**src/rtl/servo_pkg.sv**
```systemverilog
// Shared types and helpers for the servo PWM scheduler: FSM state, pulse-width
// type, range clamp and per-commit slew step.
package servo_pkg;

  typedef enum logic [1:0] {OFF, RUN, DRAIN} state_t;

  typedef logic [10:0] width_t;

  function automatic width_t clamp_width(input width_t w, input width_t lo, input width_t hi);
    if (w < lo) return lo;
    if (w > hi) return hi;
    return w;
  endfunction

  // Differences are only formed once the ordering is known, so nothing wraps.
  function automatic width_t slew_step(input width_t cur, input width_t tgt, input width_t step);
    if (tgt > cur && (tgt - cur) > step) return cur + step;
    if (cur > tgt && (cur - tgt) > step) return cur - step;
    return tgt;
  endfunction

endpackage

```
**src/rtl/servo_tick_gen.sv**
```systemverilog
// Prescaler producing a one-cycle tick every DIV clocks while run is high;
// held at zero while stopped so a new run always starts on a full tick period.
module servo_tick_gen #(
  parameter int DIV = 100
) (
  input  logic clk,
  input  logic rst,
  input  logic run,
  output logic tick
);

  localparam int PW = (DIV > 2) ? $clog2(DIV) : 1;

  logic [PW-1:0] pre_q;

  assign tick = run && (pre_q == PW'(DIV - 1));

  always_ff @(posedge clk or negedge rst) begin
    if (!rst)              pre_q <= '0;
    else if (!run || tick) pre_q <= '0;
    else                   pre_q <= pre_q + PW'(1);
  end

endmodule

```
**src/rtl/servo_pwm_scheduler.sv**
```systemverilog
// Multi-channel servo PWM sequencer: shadow widths from the command port are
// committed to the outputs only at frame boundaries. SERVO_SLEW_LIMIT_EN limits
// the per-commit width change to SLEW_US.
module servo_pwm_scheduler
  import servo_pkg::*;
#(
  parameter int CLK_HZ   = 100_000_000,
  parameter int TICK_HZ  = 1_000_000,
  parameter int N_CH     = 4,
  parameter int FRAME_US = 20000,
  parameter int MIN_US   = 1000,
  parameter int MAX_US   = 2000,
  parameter int SLEW_US  = 20
) (
  input  logic            clk,
  input  logic            rst,
  input  logic            enable,
  input  logic            cmd_valid,
  output logic            cmd_ready,
  input  logic [2:0]      cmd_ch,
  input  logic [10:0]     cmd_width_us,
  output logic            cmd_err,
  output logic            frame_start,
  output logic [N_CH-1:0] pwm_out
);

  localparam int     DIV    = CLK_HZ / TICK_HZ;
  localparam int     UW     = $clog2(FRAME_US);
  localparam int     CMPW   = (UW > 11) ? UW : 11;
  localparam width_t CENTER = width_t'((MIN_US + MAX_US) / 2);
  localparam width_t WMIN   = width_t'(MIN_US);
  localparam width_t WMAX   = width_t'(MAX_US);

  if ((CLK_HZ % TICK_HZ) != 0 || DIV < 2 || N_CH < 1 || N_CH > 8 ||
      MIN_US > MAX_US || MAX_US >= FRAME_US || MAX_US > 2047 ||
      SLEW_US < 1 || SLEW_US > 2047) begin : g_bad_params
    $error("servo_pwm_scheduler: illegal parameter combination");
  end

  state_t        state_q;
  logic [UW-1:0] us_cnt_q;
  logic          frame_start_q;
  logic          cmd_err_q;
  logic          run;
  logic          tick;
  logic          wrap;
  logic          accept;
  logic          ch_ok;
  logic          commit;
  width_t        cmd_w;

  servo_tick_gen #(.DIV(DIV)) u_tick (
    .clk  (clk),
    .rst  (rst),
    .run  (run),
    .tick (tick)
  );

  assign run    = (state_q != OFF);
  assign wrap   = tick && (us_cnt_q == UW'(FRAME_US - 1));
  assign accept = cmd_valid && cmd_ready;
  assign ch_ok  = int'(cmd_ch) < N_CH;
  assign cmd_w  = clamp_width(cmd_width_us, WMIN, WMAX);
  // Entry to RUN and every frame wrap that continues running both load active.
  assign commit = enable && ((state_q == OFF) || wrap);

  assign cmd_ready   = ~wrap;
  assign cmd_err     = cmd_err_q;
  assign frame_start = frame_start_q;

  // At the wrap, enable alone decides between another frame and stopping, so a
  // drop of enable exactly on the wrap stops cleanly without a further commit.
  always_ff @(posedge clk or negedge rst) begin
    if (!rst) begin
      state_q       <= OFF;
      us_cnt_q      <= '0;
      frame_start_q <= 1'b0;
    end else begin
      frame_start_q <= 1'b0;
      case (state_q)
        OFF: begin
          us_cnt_q <= '0;
          if (enable) begin
            state_q       <= RUN;
            frame_start_q <= 1'b1;
          end
        end
        default: begin
          if (wrap) begin
            us_cnt_q      <= '0;
            state_q       <= enable ? RUN : OFF;
            frame_start_q <= enable;
          end else begin
            if (tick) us_cnt_q <= us_cnt_q + UW'(1);
            state_q <= enable ? RUN : DRAIN;
          end
        end
      endcase
    end
  end

  always_ff @(posedge clk or negedge rst) begin
    if (!rst) cmd_err_q <= 1'b0;
    else      cmd_err_q <= accept && !ch_ok;
  end

  for (genvar i = 0; i < N_CH; i++) begin : g_ch
    width_t shadow_q;
    width_t active_q;
    width_t active_d;
    logic   pwm_q;

`ifdef SERVO_SLEW_LIMIT_EN
    assign active_d = slew_step(active_q, shadow_q, width_t'(SLEW_US));
`else
    assign active_d = shadow_q;
`endif

    always_ff @(posedge clk or negedge rst) begin
      if (!rst) begin
        shadow_q <= CENTER;
        active_q <= CENTER;
        pwm_q    <= 1'b0;
      end else begin
        if (accept && (cmd_ch == 3'(i))) shadow_q <= cmd_w;
        if (commit) active_q <= active_d;
        pwm_q <= run && (CMPW'(us_cnt_q) < CMPW'(active_q));
      end
    end

    assign pwm_out[i] = pwm_q;
  end

endmodule
```
**config.mk**
```make
export PLATFORM = sky130hd
export DESIGN_NAME = servo_pwm_scheduler
export DESIGN_NICKNAME = d
export VERILOG_FILES = /design/src/rtl/servo_pkg.sv /design/src/rtl/servo_tick_gen.sv /design/src/rtl/servo_pwm_scheduler.sv
export SDC_FILE = /design/constraint.sdc
export NUM_CORES = 1
export LEC_CHECK = 0
export CAP_MARGIN = 20
export CELL_PAD_IN_SITES_DETAIL_PLACEMENT = 0
export CELL_PAD_IN_SITES_GLOBAL_PLACEMENT = 1
export CORE_AREA = 2 2 125 127
export CTS_BUF_LIST = sky130_fd_sc_hd__clkbuf_8
export DETAILED_ROUTE_END_ITERATION = 12
export DIE_AREA = 0 0 127 129
export GPL_TIMING_DRIVEN = 0
export HOLD_SLACK_MARGIN = 0.08
export PLACE_DENSITY = 0.66
export RECOVER_POWER = 100
export SLEW_MARGIN = 20
export SYNTH_ARGS = -nofsm -noshare
export SYNTH_HDL_FRONTEND = slang
export SYNTH_SLANG_ARGS = --single-unit
export TNS_END_PERCENT = 10
```
**constraint.sdc**
```tcl
create_clock -name clk -period 3.7 [get_ports clk]
set_input_delay 0.37 -clock clk [delete_from_list [all_inputs] [get_ports clk]]
set_output_delay 0.37 -clock clk [all_outputs]
set_load 0.05 [all_outputs]
```
==> run_results.csv, run 1 <==
group,metric,value,unit
power_and_ir_drop,cellLeakagePower,3.16,nW
worst_hold_path,hold_path_class,"register to register",
routing,routed_wirelength,12700,µm
critical_path,cp.arrival,2.80,ns
floorplanning,pin_count,25,
grt,grt_pass1_wl,21100,µm
cts,cts_inserted_buffers,17,
routing,antenna_left,0,
floorplanning,die_w,127,µm
routing,drtPass1Iterations,4,
power_and_ir_drop,max-vdd-ir-drop,0.235,mV
synth,syn-num-nets,553,
critical_path,crit-reg2reg-launch,"us_cnt_q[1]",
timing,rsz0062_at_grt,"false",
finish,layout-area-overhead-vs-synth,12.2,%
timing,tightestPinTransition,2.59,ns
finish,n_antenna_cell,0,
cts,htree_num_levels,4,
timing,timing.final.hold_violations,0,
grt,grt_max_degree,74,
routing,detail_route.drc_violations,0,
routing,vias_per_cell,5.12,
worst_hold_path,worstHoldStart,"u_tick.pre_q[0]",
finish,layout.cell_area.non_filler,0.00680,mm²
timing,final.period_utilization,85.6,%
timing,timing.fmax,0.316,GHz
floorplanning,die_y,129,µm
timing,fin_ws,0.533,ns
timing,slew-limit-headroom,-72.8,%
critical_path,crit_start,"us_cnt_q[1]",
floorplanning,start_util,40.5,%
cts,cts.path.max_buffers,2,
synth,synth.lib_cells_used.distinct,41,
finish,drive_above_1_share,26.7,%
critical_path,critical_path_class,"register to primary output",
synth,syn-mean-instance-area,12.3,µm²
critical_path,rr_worst_depth,7,
floorplanning,core,0.0150,mm²
critical_path,cp_max_fo,7,
critical_path,worstPathRequired,3.33,ns
cts,clkLatencyLatePin,0.44,ns
run_status,failed_checks,"capacitance limit, slew limit",
routing,detailedRoute.firstIterationViolations,162,
cts,root_buffer,"clkbuf_8",
cts,clock-sinks,118,
floorplanning,placementRows,45,
critical_path,cp-end-kind,"primary output",
timing,layout_min_cycle_time,3.17,ns
grt,grt_usage,17.2,%
critical_path,regToRegSetupSlack,0.65,ns
placed_design,dp_slack,1.01,ns
placed_design,port_buffers,24,
timing,slew_viol_final,46,
placed_design,place.detailed.hpwl,9080,µm
cts,cts_tree,"yes",
routing,wire_per_inst,17.3,µm
critical_path,crit_end,"cmd_ready",
placed_design,place.gp.congestion,0.751,
grt,gr-total-overflow,0,
routing,via_count,3782,
synth,synth.yosys.seq_area_share,49.9,%
critical_path,timing.rr.end,"g_ch[0].active_q[1]",
run_status,status,"finished, violations left",
critical_path,startpoint_type,"register",
synth,yosys_warnings,0,
grt,number_of_antenna_violations_at_the_first_check_in_global_routing,0,
grt,first_global_vias,3962,
synth,syn-cell-area,0.00606,mm²
finish,post-route-util,45.4,%
power_and_ir_drop,fin_total_pwr,0.00369,W
placed_design,placement.cell_area,0.00657,mm²
synth,synth-seq-cells,118,
floorplanning,overall_die_area,0.0164,mm²
job,timing.max_cap.violations,1,
cts,clock_pin_slew_on_the_worst_setup_and_hold_paths,0.07,ns
timing,final.setup_skew,0.00926,ns
finish,num-nets-final,598,
cts,ctsResizeCount,0,
timing,report.final.setup_viol,0,
power_and_ir_drop,power_per_cell_area,542,mW/mm²
synth,netlist_instances,493,
[worst max-delay path, cell delays in order (launching register included)]
cell           delay [ns]
dfrtp_1              0.63
ha_1                 0.34
and3_1               0.22
nand2_1              0.08
or3_1                0.32
dlygate4sd3_1        0.77
[how the worst min path moves through the flow]
stage                            endpoint  slack, ns  cells past startpoint
after floorplan                   cmd_err       0.07                      0
after global placement    u_tick.pre_q[0]       0.45                      1
after detailed placement  u_tick.pre_q[5]       0.34                      1
after CTS                 u_tick.pre_q[0]       0.44                      2
after global routing      u_tick.pre_q[0]       0.50                      1
final                     u_tick.pre_q[0]       0.46                      1
[per-layer routing]
metal | up-vias | GRT usage (%) | routed length [µm]
li1 | 1803 | - | -
met1 | 1898 | 23.9 | 6280
met2 | 63 | 26.7 | 5810
met3 | 18 | 3.28 | 432
met4 | 0 | 7.11 | 223
met5 | - | 0 | 0
[cells by family (layout without fill, tap and decap cells)]
logic type | after synthesis | count (layout) | share of synthesized area [%]
multiplexers | 88 | 88 | 18.7
adder cells (fa/ha/maj) | 43 | 43 | 8.84
AND/OR/NAND/NOR | 118 | 118 | 10.7
flip-flops | 118 | 118 | 49.9
XOR/XNOR | 16 | 16 | 2.31
buffers and inverters | 61 | 119 | 4.60
AO/OA/AOI/OAI | 49 | 49 | 5.02
[power breakdown]
group | total (W) | leakage [nW] | internal (W) | switching, W
logic | 0.000623 | 1.56 | 0.000324 | 0.000299
clock network | 0.00124 | 0.224 | 0.000727 | 0.000516
registers | 0.00182 | 1.37 | 0.00168 | 0.000139
total | 0.00369 | 3.16 | 0.00273 | 0.000954
[Yosys cell counts, drive strengths merged]
cell     count  area [µm²]
or2          1        6.26
nand4b       2        17.5
and4         6        52.6
nor2b       10        62.6
buf         12        95.1
or3          2        12.5
xnor2        7        61.3
nor3         2        10.0
nor4b        1        8.76
and2         7        43.8
nand4        7        43.8
and3         6        37.5
a21oi       22         110
nand2b       4        25.0
nor3b        1        7.51
a31oi        1        6.26
dfstp       56        1470
nand2       20        85.1
dfrtp       62        1550
o41ai        1        8.76
inv         43         161
and4bb       2        25.0
ha          42         526
a21o         9        67.6
a2111oi      4        35.0
xor2         9        78.8
maj3         1        10.0
o21ai       11        55.1
nor2        27         101
mux2        88        1130
o31ai        1        21.3
nand3       17        85.1
and3b        1        8.76
clkbuf       6        22.5
nor4         2        12.5
[cell type report]
| type | instances | area, µm² |
|---|---|---|
| fill | 1447 | 8170 |
| tap | 188 | 235 |
| timing repair buffer | 26 | 272 |
| clock buffer | 21 | 289 |
| sequential | 118 | 3020 |
| inverter | 43 | 161 |
| clock inverter | 11 | 130 |
| multi-input combinational | 314 | 2610 |
| buffer | 18 | 82.6 |
[placed cells by master (no fill, tap or decap), types with 5 or more instances in the layout]
cell             synthesis  layout
dfrtp_1                 62      62
a21oi_1                 22      22
clkbuf_1                 6      15
nand2_1                 18      19
clkdlybuf4s50_1          0      15
clkbuf_8                 0      21
xor2_1                   9       9
mux2_1                   1      35
clkinv_2                 0       5
dlygate4sd3_1            0       9
and3_1                   6       6
nor2_1                  27      27
nand3_1                 17      17
nor2b_1                 10      10
dfstp_2                 56      56
o21ai_0                 11      11
xnor2_1                  7       7
a21o_1                   9       9
mux2_2                  49      49
nand4_1                  7       7
ha_1                    42      42
inv_1                   43      45
and4_1                   6       6
[through the flow]
stage | hold slack [ns] | setup TNS (ns) | std cells
4_1_cts | 0.439 | 0 | 739
2_1_floorplan | 0.0744 | 0 | 493
3_3_place_gp | 0.447 | -182.99 | 705
3_5_place_dp | 0.336 | 0 | 706
6_report | 0.462 | 0 | 739
5_1_grt | 0.502 | 0 | 739
[flip-flops by register name, summed over array words and instances (netlist names)]
signal / flops
g_ch.active_d: 44
g_ch.active_q: 44
us_cnt_q: 15
u_tick.pre_q: 7
g_ch.pwm_q: 4
state_q: 2
cmd_err: 1
frame_start: 1
[timing repair]
item | in CTS | in global routing
hold endpoints to repair | 26 | 0
hold buffers | 1 | 0
setup buffers | 0 | 0
(Power assumes the default switching activity.)
==> inputs of run 2 (changes only) <==
SETUP_SLACK_MARGIN = 0.02   (was unset)
==> results of run 2 <==
Final layout, timing and power as in run 1 (identical DEF).
==> inputs of run 3 (changes only) <==
CORE_AREA = 2 2 144 111   (was 2 2 125 127)
DIE_AREA = 0 0 146 113   (was 0 0 127 129)
PLACE_DENSITY = 0.65   (was 0.66)
==> run 3 against run 2 <==
The flow still finishes with violations (capacitance limit, slew limit). Register-to-register slack improved by 0.12 ns. Sequential power is essentially flat. Critical path depth is 1 lower. Clock skew fell by 0.0021 ns. Non-clock buffer count is the same. Worst setup slack improved by 0.16 ns. Worst hold slack worse by 0.0022 ns. Maximum frequency grew 5.2%. Critical endpoint unchanged. Largest power group unchanged.
==> run_results.csv, run 3 (synthesis gave the netlist of run 1 again) <==
group,metric,value,unit
finish,commonest_non_fill_non_tap_cells_in_the_layout,"dfrtp_1, dfstp_2, mux2_2",
run_status,status,"finished, violations left",
run_status,failed_checks,"capacitance limit, slew limit",
finish,drive_above_1_share,27.2,%
routing,detailedRoute.firstIterationViolations,185,
routing,antenna_left,0,
cts,clock-sinks,118,
finish,filler_cells_inserted,1461,
cts,root_buffer,"clkbuf_8",
critical_path,critPathMaxStageDelay,0.76,ns
floorplanning,die_w,146,µm
finish,num-nets-final,598,
critical_path,cp_max_fo,9,
timing,slew-limit-headroom,-6.76,%
cts,cts.path.max_buffers,2,
grt,grt_pass1_wl,20700,µm
grt,grt_max_degree,65,
critical_path,worst_path_max_delay_cell,"dlygate4sd3_1",
finish,layout-area-overhead-vs-synth,12.4,%
cts,htree_num_levels,4,
power_and_ir_drop,cellLeakagePower,3.15,nW
cts,post_cts_buffers,0,
power_and_ir_drop,max-vdd-ir-drop,0.217,mV
cts,clock_pin_slew_on_the_worst_setup_and_hold_paths,0.07,ns
grt,grt_usage,16.6,%
floorplanning,overall_die_area,0.0165,mm²
routing,vias_per_cell,4.87,
critical_path,worstPathRequired,3.33,ns
timing,fin_ws,0.689,ns
finish,layout_commonest_cell,"dfrtp_1",
timing,layout_min_cycle_time,3.01,ns
critical_path,startpoint_type,"register",
power_and_ir_drop,power_per_cell_area,535,mW/mm²
timing,timing.fmax,0.332,GHz
cts,cts_inserted_buffers,17,
routing,routed_wirelength,12400,µm
timing,report.final.setup_viol,0,
timing,slew_viol_final,64,
cts,cts_tree,"yes",
timing,tightestPinTransition,1.60,ns
timing,rsz0062_at_grt,"false",
cts,ctsResizeCount,0,
placed_design,place.gp.congestion,0.794,
critical_path,regToRegSetupSlack,0.77,ns
grt,first_global_vias,3810,
routing,detail_route.drc_violations,0,
timing,setup_tns,0,ns
cts,clkLatencyLatePin,0.44,ns
grt,number_of_antenna_violations_at_the_first_check_in_global_routing,0,
routing,drtPass1Iterations,4,
job,timing.max_cap.violations,1,
floorplanning,pin_count,25,
floorplanning,core,0.0150,mm²
placed_design,place.detailed.hpwl,8740,µm
timing,final.period_utilization,81.4,%
critical_path,cp.arrival,2.64,ns
floorplanning,die_y,113,µm
critical_path,critical_path_class,"register to primary output",
critical_path,worstPathCellList,"nor4b_1, nand4_1, or3_1, dlygate4sd3_1",
floorplanning,start_util,40.3,%
timing,timing.final.hold_violations,0,
grt,gr-total-overflow,0,
worst_hold_path,hold_path_class,"register to register",
routing,wire_per_inst,16.4,µm
critical_path,cp-end-kind,"primary output",
floorplanning,placementRows,39,
finish,n_antenna_cell,0,
routing,via_count,3679,
placed_design,dp_slack,1.11,ns
placed_design,port_buffers,24,
cts,cts-hold-fix-buffers,1,
timing,holdWs,0.460,ns
timing,final.setup_skew,0.00716,ns
==> run 3: power breakdown <==
group,switching [W],total [W],internal (W)
Clock,0.000516,0.00119,0.000678
Combinational,0.000300,0.000625,0.000325
Sequential,0.000141,0.00182,0.00168
Total,0.000957,0.00364,0.00269
==> run 3: metrics by stage <==
| stage | instances | total power (W) | area [µm²] | utilization, % |
|---|---|---|---|---|
| floorplan | 493 | 0.00238 | 6060 | - |
| global placement | 722 | 0.00256 | 6560 | 43.6 |
| detailed placement | 723 | 0.00259 | 6590 | 43.8 |
| CTS | 756 | 0.00381 | 7000 | 46.6 |
| global route | 756 | 0.00387 | 6810 | 45.3 |
| finish | 756 | 0.00364 | 6810 | 45.3 |
==> run 3: layout make-up <==
type | count | area, µm² | area share (%)
sequential | 118 | 3020 | 44.4
inverter | 43 | 161 | 2.37
multi-input combinational | 314 | 2610 | 38.3
clock inverter | 10 | 101 | 1.49
timing repair buffer | 26 | 273 | 4.01
clock buffer | 22 | 303 | 4.45
buffer | 18 | 82.6 | 1.21
tap | 205 | 256 | 3.77
==> run 3: routing by layer <==
metal  up-vias  wire (µm)  global-route usage, %  share of wire [%]
li1       1806          -                      -                  -
met2        58       5310                   24.2                 43
met1      1804       6460                   24.0                 52
met5         -          0                      0                  0
met3        11        525                   4.64                4.2
met4         0        133                   5.24                1.1
==> run 3: path summary, 6_finish.rpt <==
kind | from | cells past startpoint | end
max in group asynchronous | rst | 3 | g_ch[3].active_d[8]
min in group asynchronous | rst | 2 | g_ch[1].active_d[1]
worst max register to register | us_cnt_q[1] | 7 | g_ch[0].active_d[1]
worst min-delay path | u_tick.pre_q[0] | 1 | u_tick.pre_q[0]
worst max-delay path | us_cnt_q[7] | 4 | cmd_ready
worst min register to register | u_tick.pre_q[0] | 1 | u_tick.pre_q[0]
==> run 3: worst max-delay path: cells and delay by family, from the launching register on <==
kind | cells | cell delay (ns)
flops | 1 | 0.54
simple gates | 3 | 0.90
buf+inv | 1 | 0.76
